## config.mk

```make
export PLATFORM = sky130hd
export DESIGN_NAME = cprs_acc
export DESIGN_NICKNAME = d
export VERILOG_FILES = /design/src/rtl/cprs_acc.sv
export SDC_FILE = /design/constraint.sdc
export NUM_CORES = 1
export LEC_CHECK = 0
export BUFFER_PORTS_ARGS = -buffer_cell sky130_fd_sc_hd__buf_2
export CAP_MARGIN = 20
export CORE_ASPECT_RATIO = 0.7
export CORE_UTILIZATION = 52
export DETAILED_ROUTE_END_ITERATION = 8
export PLACE_DENSITY_LB_ADDON = 0.05
export SETUP_SLACK_MARGIN = 0.1
export SYNTH_ARGS = -nofsm -noshare
export SYNTH_HDL_FRONTEND = slang
export SYNTH_SLANG_ARGS = --single-unit
```

## constraint.sdc

```tcl
create_clock -name clk -period 2.15 [get_ports clk]
set_input_delay 0.215 -clock clk [delete_from_list [all_inputs] [get_ports clk]]
set_output_delay 0.215 -clock clk [all_outputs]
set_load 0.03 [all_outputs]
```

## src/rtl/cprs_acc.sv

```systemverilog
// Compressor-tree consumer: resolves each redundant sum/carry beat to binary,
// accumulates a frame with saturation, and hands out one total per frame.
module cprs_acc #(
  parameter int W     = 8,
  parameter int ACC_W = 16,
  parameter int LEN_W = 8
) (
  input  logic             clk,
  input  logic             rst,
  input  logic             in_valid,
  output logic             in_ready,
  input  logic [W-1:0]     in_sum,
  input  logic [W-1:0]     in_carry,
  input  logic             in_last,
  output logic             out_valid,
  input  logic             out_ready,
  output logic [ACC_W-1:0] out_acc,
  output logic             out_ovf,
  output logic [LEN_W-1:0] out_beats
);

  // Handshakes: a transfer happens on a rising edge where valid && ready.
  // A valid producer holds its payload stable until that transfer; ready is
  // never derived from the same side's valid.

  logic             s1_val;
  logic             s1_last;
  logic [ACC_W-1:0] s1_sum;

  logic [ACC_W-1:0] acc;
  logic             ovf;
  logic [LEN_W-1:0] cnt;

  logic             adv;
  logic             take;
  logic [W:0]       resolved;
  logic [ACC_W:0]   new_wide;
  logic [ACC_W-1:0] new_sat;
  logic             new_ovf;
  logic [LEN_W-1:0] cnt_next;

  always_comb begin
    // Only a last beat needs the result register, so only it can stall.
    adv      = s1_val && !(s1_last && out_valid && !out_ready);
    in_ready = !rst && (!s1_val || adv);
    take     = in_valid && in_ready;
    resolved = {1'b0, in_sum} + {1'b0, in_carry};
    new_wide = {1'b0, acc} + {1'b0, s1_sum};
    new_ovf  = new_wide[ACC_W];
    new_sat  = new_ovf ? '1 : new_wide[ACC_W-1:0];
    cnt_next = (cnt == '1) ? cnt : cnt + 1'b1;
  end

  always_ff @(posedge clk) begin
    if (rst) begin
      s1_val  <= 1'b0;
      s1_last <= 1'b0;
      s1_sum  <= '0;
    end else if (take) begin
      s1_val  <= 1'b1;
      s1_last <= in_last;
      s1_sum  <= ACC_W'(resolved);
    end else if (adv) begin
      s1_val  <= 1'b0;
    end
  end

  always_ff @(posedge clk) begin
    if (rst) begin
      acc <= '0;
      ovf <= 1'b0;
      cnt <= '0;
    end else if (adv) begin
      if (s1_last) begin
        acc <= '0;
        ovf <= 1'b0;
        cnt <= '0;
      end else begin
        acc <= new_sat;
        ovf <= ovf | new_ovf;
        cnt <= cnt_next;
      end
    end
  end

  // A new result may land in the same cycle the old one is taken: no bubble.
  always_ff @(posedge clk) begin
    if (rst) begin
      out_valid <= 1'b0;
      out_acc   <= '0;
      out_ovf   <= 1'b0;
      out_beats <= '0;
    end else begin
      if (out_valid && out_ready) out_valid <= 1'b0;
      if (adv && s1_last) begin
        out_valid <= 1'b1;
        out_acc   <= new_sat;
        out_ovf   <= ovf | new_ovf;
        out_beats <= cnt_next;
      end
    end
  end

endmodule

```

==> results of run 1 <==
==> metal layers <==
metal | global-route usage (%) | part of all wire (%)
met1 | 37.1 | 48
met2 | 40.1 | 44
met4 | 7.58 | 1.5
met5 | 0 | 0
met3 | 5.65 | 6.5
==> kinds of logic (layout without fill, tap and decap cells) <==
family,count (synthesis),after routing,share of synthesized area [%]
compound gates,126,126,24.1
xor+xnor,18,18,4.70
buf+inv,28,117,3.66
fa+ha+maj,20,20,7.91
simple gates,142,144,21.4
mux,4,4,1.19
flops,62,62,37.0
==> state kept, by name, indices dropped and copies added (netlist names) <==
signal and count:
s1_last 1, s1_sum 9, out_beats 8, ovf 1, out_valid 1, s1_val 1
cnt 8, out_acc 16, acc 16, out_ovf 1
==> critical path, cell delays in order (launching register included) <==
cell and delay [ns]:
dfxtp_2 0.34, ha_4 0.16, fa_2 0.36, a21o_1 0.20
a221oi_4 0.28, o211a_4 0.23, buf_6 0.12, buf_6 0.09
o21ai_2 0.04, mux2i_1 0.15, o21ai_1 0.09
==> worst max path at each step <==
stage / slack (ns) / cells past startpoint / endpoint / startpoint
floorplan: 0.005 / 9 / out_acc[11]$_SDFFE_PP0P_ / acc[0]$_SDFFE_PP0P_
global placement: -0.34 / 8 / acc[15]$_SDFFE_PP0P_ / acc[0]$_SDFFE_PP0P_
detailed placement: -0.34 / 8 / acc[15]$_SDFFE_PP0P_ / acc[0]$_SDFFE_PP0P_
CTS: -0.05 / 9 / out_acc[11]$_SDFFE_PP0P_ / acc[0]$_SDFFE_PP0P_
global route: -0.12 / 10 / out_acc[15]$_SDFFE_PP0P_ / acc[0]$_SDFFE_PP0P_
finish: -0.03 / 10 / out_acc[15]$_SDFFE_PP0P_ / acc[0]$_SDFFE_PP0P_
==> cell usage in the layout (no fill, tap or decap), drive strengths merged, types with 8 or more instances in the layout <==
cell    instances
buf            95
dfxtp          62
o21ai          52
nand2          50
a21oi          33
nor2           31
nand3b         21
ha             18
nor3           13
clkbuf         11
xnor2          10
nand3          10
xor2            8
==> through the flow <==
stage	setup WS (ns)	power [W]
after floorplan	0.00534	0.00149
after global placement	-0.338	0.00162
after detailed placement	-0.342	0.00163
after CTS	-0.0463	0.00281
after global routing	-0.124	0.00292
final	-0.0341	0.00282
==> synth_stat cells, drive strengths merged (5+ instances only) <==
library cell   n  area share, %
a211oi         5            1.4
a21o           7            1.6
a21oi         33            5.0
buf            8            1.4
clkbuf        13            1.5
dfxtp         62             37
ha            18            6.7
inv            7           0.78
nand2         50            5.6
nand3         10            1.5
nand3b        21            4.7
nor2          31            3.5
nor3          11            2.1
o21ai         52            8.1
o31ai          5            1.3
xnor2         10            2.6
xor2           8            2.1
==> where the power goes <==
part / switching [W] / internal [W] / total [W]
clock network: 0.000459 / 0.000705 / 0.00116
registers: 0.0000305 / 0.00118 / 0.00121
logic: 0.000240 / 0.000196 / 0.000437
==> repair_timing <==
action,in CTS,in global routing
gates cloned,2,0
gates resized for setup,18,27
setup buffers,3,5
pin swaps,17,18
setup endpoints to repair,34,34
==> area by class of cell <==
type | instances | area (um2)
clock buffer | 11 | 151
clock inverter | 4 | 70.1
fill | 493 | 1770
inverter | 7 | 26.3
sequential | 62 | 1250
tap | 78 | 97.6
timing repair buffer | 95 | 619
multi-input combinational | 312 | 2240
==> metrics.md, run 1 <==
| Metric | Value |
|---|---|
| Outcome | finished, violations left |
| Vias after detailed routing | roughly 3,200 |
| Fmax | 458 MHz |
| Mapped cell area | 3350 um2 |
| Clock buffer count from CTS | 9 |
| Critical path class | reg -> reg |
| DR DRC count | 4 |
| Root Driver | clkbuf_8 |
| Worst-path clk slew | 0.07 ns |
| Critical R2R Launch | acc[0]$_SDFFE_PP0P_ |
| Worst-path fanout max | 3 |
| Crit path setup slack, layout | -0.0341 ns |
| Fraction of registers with async set/reset | 0% |
| RSZ-0062 raised after global routing | true |
| Max IR drop VDD | 357 uV |
| Final nets | 528 |
| # diodes | 0 |
| Tmin final | 2.18 ns |
| Fin. Hold Viols | 0 |
| Min-delay worst type | in -> reg |
| Worst reg2reg path endpoint | out_acc[15]$_SDFFE_PP0P_ |
| TritonRoute pass-1 iters | 7 |
| Fin cells | 569 |
| Placed cell areas | roughly 3900 um2 |
| Clock Skew | 0.00787 ns |
| Dpl hpwl | 5.91 mm |
| CTS tree | done |
| WHS Endpoint | s1_val$_SDFFE_PP0P_ |
| Gr usage total | 26.2% |
| Setup tns final | -0.104 ns |
| Crit start category | flip-flop |
| Row count | 24 |
| First-pass GRT wire length | between 10 and 15 mm |
| Chip width | 98.0 um |
| CTS max path bufs | 2 |
| Routed len/inst | between 15 and 20 um |
| Fin crit share | 102% |
| Yosys warning count | 0 |
| Mapped Cells | 400 |
| Antenna Nets Post-Route | 0 |
| Nature of the critical path endpoint | flip-flop |
| Register area share after synthesis | 37.0% |
| P per Cell Area | 633 nW/um2 |
| Post-synth EDFFs | 0 |
| Die Ht | slightly below 70 um |
| Static Leak | roughly 1.9 nW |
| Pin count of the biggest net entering global routing | 18 |
| Max cap viols | 0 |
| R2R cell count | 10 |
| Slew headroom | around two thirds |
| Syn_nets | 441 |
| Hold Path Depth | 3 |
| Core area | 6220 um2 |
| GRT overflow | 0 |
| IO Count | 48 |
| WP data arrival | 2.43 ns |
| Util after Layout | 71.6% |
| Slew Viols, Final | 0 |
| Failing checks | DRC, setup timing |
| Dpl cells | 544 |
| Initial antenna violation count | 0 |
| H-tree levels | 3 |
| I/O Buffers | 47 |
| Post-synthesis cell type count | 58 |
| Slew @ Worst Pin | between 0.4 and 0.5 ns |
| Flop2flop setup slack | -0.03 ns |
| Seq cells post-synth | 62 |
| DR iter-0 viols | between 100 and 150 |
| Share of layout cells above drive strength 1 | between 30% and 40% |
| WP data required | 2.39 ns |
| Number of global-route vias before repair | ~2,900 |
| Ys flop type | dfxtp_1 |
| RePlAce Congestion | 0.868 |
| Synth-to-Final Area Change | 32.6% |
| Worst hold slack | ~0.11 ns |
| Initial Utilization | a little over half |
| Drt via density | about 5.7 |
| Cts hold-fix bufs | 0 |
| Clk_lat worst skew | 0.35 ns |
| Die Area | between 6000 and 7000 um2 |
| CTS Sinks | 62 |
| Post-route cell area | 4450 um2 |
| WL final | 8.58 mm |
| Syn_area_per_cell | 8.39 um2 |
| Hold_sp | in_valid |
| Final setup vio count | 5 |
(Power assumes the default switching activity.)
==> inputs of run 2 (changes only) <==
CORE_UTILIZATION = 57   (was 52)
HOLD_SLACK_MARGIN = 0.05   (was not set)
clock period = 2.37 ns   (was 2.15 ns; I/O delays follow)
==> run 2 against run 1 <==
Net effect: the flow now finishes without violations; power shrank 14%; worst hold slack improved by 0.011 ns; global-route usage is 0.59 points lower; clock skew is 0.0043 ns higher; via count decreased by 6.3%; flip-flop and latch count stayed put; clock-buffer cell count increased by 1; first-iteration DRC count is 18% higher; final cell count is 6.5% lower; sequential share of layout area up 2.9 points; critical endpoint is now out_acc[11]$_SDFFE_PP0P_; highest routed layer unchanged.
==> metrics.md, run 2 (synthesis gave the netlist of run 1 again) <==
| Metric | Value |
|---|---|
| Clk_lat worst skew | 0.34 ns (about the same) |
| Static Leak | 1.67 nW (-12%) |
| Worst-path fanout max | 13 (+10) |
| Util after Layout | 73.5% (+1.9 points) |
| Die Ht | 66.2 um (-4.4%) |
| Switching share of power | 26.1% (+0.14 points) |
| Routed len/inst | 14.0 um (-6.8%) |
| Antenna Nets Post-Route | 0 (unchanged) |
| WP data required | 2.60 ns (+0.21 ns) |
| P per Cell Area | 602 nW/um2 (-4.8%) |
| Dpl hpwl | 5.43 mm (-8.2%) |
| Largest regs | acc (16), out_acc (16), s1_sum (9) |
| Crit path max-delay cell type | fa_2 |
| Reg power frac | 45.6% (+2.5 points) |
| CTS tree | done |
| Chip width | 93.7 um (-4.4%) |
| WP data arrival | 2.46 ns (+0.03 ns) |
| Vias after detailed routing | 3,028 (-6.3%) |
| P_sw | 0.000629 W (-14%) |
| Outcome | finished clean |
| DR iter-0 viols | 175 (+18%) |
| Root Driver | clkbuf_8 |
| Clock buffer count from CTS | 9 (unchanged) |
| H-tree levels | 3 (unchanged) |
| Synth-to-Final Area Change | 19.4% |
| Max IR drop VDD | 409 uV (+15%) |
| Most frequent cells in the layout | dfxtp_1, nand2_1, buf_2, o21ai_0, a21oi_1 |
| Multi-input gate area | 2050 um2 (-8.1%) |
| Worst reg2reg path endpoint | out_acc[11]$_SDFFE_PP0P_ |
| R2R cell count | 9 (-1) |
| # fillers | 426 (-14%) |
| Slew @ Worst Pin | 0.742 ns (+0.265 ns) |
| Clk pwr share | 40.8% (-0.6 points) |
| Max cap viols | 0 (unchanged) |
| Critical R2R Launch | s1_sum[0]$_SDFFE_PP0P_ |
| Drt via density | 5.69 (+0.27%) |
| Combinational Power Share | 13.7% (-1.8 points) |
| WHS Endpoint | s1_val$_SDFFE_PP0P_ |
| Buf/Inv on CP | 1 (-1) |
| TritonRoute pass-1 iters | 4 (-3) |
| Largest stage delay, worst path | 0.35 ns (about the same) |
| Share of layout cells above drive strength 1 | 23.7% (-10 points) |
| DR DRC count | 0 (-4) |
| Nature of the critical path endpoint | flip-flop |
| Clock Skew | 0.0121 ns (+0.00425 ns) |
| Critical path class | reg -> reg |
| Final setup vio count | 0 (-5) |
| Gr usage total | 25.6% (-0.59 points) |
| FF+latch area | 1240 um2 (-0.60%) |
| Row count | 22 (-8.3%) |
| Setup tns final | 0 ns (+0.104 ns) |
| Crit start category | flip-flop |
| Internal power | 0.00178 W (-14%) |
| Fmax | 447 MHz (-2.3%) |
| RSZ-0062 raised after global routing | true |
| Slew Viols, Final | 0 (unchanged) |
| Pin count of the biggest net entering global routing | 26 (+8) |
| Fin crit share | 94.3% (-7.2 points) |
| # diodes | 0 (unchanged) |
| Cts hold-fix bufs | 0 (unchanged) |
| Core area | 5450 um2 (-12%) |
| Worst-path cell chain | ha_2 > fa_2 > a21o_1 > a221oi_4 > o211a_4 > nor3_4 > buf_6 > o31ai_4 > nand2_1 |
| Slew headroom | 50.3% (-18 points) |
| Initial Utilization | 61.5% (+7.6 points) |
| Number of global-route vias before repair | 2,584 (-12%) |
| CP delay by family, top | compound AO/OA/AOI/OAI gates |
| Flop2flop setup slack | 0.13 ns (+0.17 ns) |
| Final nets | 496 (-6.1%) |
| WL final | 7.47 mm (-13%) |
| Fin. Hold Viols | 0 (unchanged) |
| Most common cell after layout, fill and taps aside | dfxtp_1 |
| Worst-path clk slew | 0.07 ns (about the same) |
| Initial antenna violation count | 0 (unchanged) |
| CTS max path bufs | 2 (unchanged) |
| CTS Sinks | 62 (unchanged) |
| I/O Buffers | 47 (unchanged) |
| Hold Path Depth | 3 (unchanged) |
| Die Area | 6200 um2 (-8.6%) |
| Min-delay worst type | in -> reg |
| Hold_sp | in_valid |
| Tmin final | 2.24 ns (+0.0518 ns) |
| RePlAce Congestion | 0.906 (+4.3%) |
| GRT overflow | 0 (unchanged) |
| First-pass GRT wire length | 12.2 mm (-13%) |
| IO Count | 48 (unchanged) |
==> run 2: cell count changes in the layout (fill, tap and decap cells not counted), moves of 3 or more <==
cell | before | now
dfxtp_1 | 56 | 62
a21oi_2 | 6 | 2
nor2_4 | 7 | 0
nor2_1 | 23 | 26
o21ai_1 | 17 | 14
o21ai_0 | 27 | 35
o21ai_2 | 7 | 3
dfxtp_2 | 6 | 0
nor2_2 | 1 | 5
a21oi_1 | 27 | 31
buf_4 | 44 | 17
==> run 2: worst register-to-register path, delay by kind of cell (launching register included) <==
family          cells  cell delay [ns]
compound gates      4             0.96
flops               1             0.33
fa+ha+maj           2             0.56
buf+inv             1             0.16
simple gates        2             0.14
==> run 2: how the worst max path moves through the flow <==
stage,from,end,cells past startpoint
global placement,s1_sum[0]$_SDFFE_PP0P_,out_acc[11]$_SDFFE_PP0P_,9
finish,s1_sum[0]$_SDFFE_PP0P_,out_acc[11]$_SDFFE_PP0P_,9
detailed placement,s1_sum[0]$_SDFFE_PP0P_,out_acc[11]$_SDFFE_PP0P_,9
global route,s1_sum[0]$_SDFFE_PP0P_,out_acc[11]$_SDFFE_PP0P_,9
CTS,s1_sum[0]$_SDFFE_PP0P_,out_acc[11]$_SDFFE_PP0P_,9
floorplan,s1_sum[0]$_SDFFE_PP0P_,out_acc[11]$_SDFFE_PP0P_,9
==> run 2: per-stage QoR <==
step / hold WS [ns] / setup WS, ns / instance area (um2) / total power, W / cells
floorplan: 0.355 / 0.116 / 3350 / 0.00134 / 400
global placement: 0.420 / 0.0646 / 3700 / 0.00143 / 513
detailed placement: 0.423 / 0.0395 / 3700 / 0.00143 / 513
CTS: 0.112 / 0.109 / 3940 / 0.00241 / 531
global route: 0.139 / 0.0505 / 4010 / 0.00251 / 532
finish: 0.122 / 0.134 / 4010 / 0.00241 / 532
==> run 2: what timing repair did <==
| item | in CTS | in global routing |
|---|---|---|
| gates resized for setup | 2 | 11 |
| pin swaps | 3 | 5 |
| endpoints found under the setup margin | 20 | 25 |
| setup buffers | 2 | 1 |
==> run 2: power groups by stage <==
stage	sequential, W	clock [W]	combinational [W]
final	0.00110	0.000984	0.000329
after global routing	0.00110	0.00104	0.000366
after CTS	0.00110	0.000996	0.000316
after detailed placement	0.00112	0	0.000313
after global placement	0.00112	0	0.000307
after floorplan	0.00112	0	0.000220
==> run 2: area by class of cell <==
cell class                 instances  share of cell area [%]
timing repair buffer              65                    9.34
inverter                           7                   0.656
tap                               72                    2.25
multi-input combinational        310                    51.3
clock buffer                      12                    4.12
clock inverter                     4                    1.34
sequential                        62                    31.0
==> run 2: metal layers <==
metal,global-route usage (%),share of wire (%)
met5,0,0
met4,8.65,0.41
met3,5.29,5.7
met2,38.4,42
met1,36.4,52
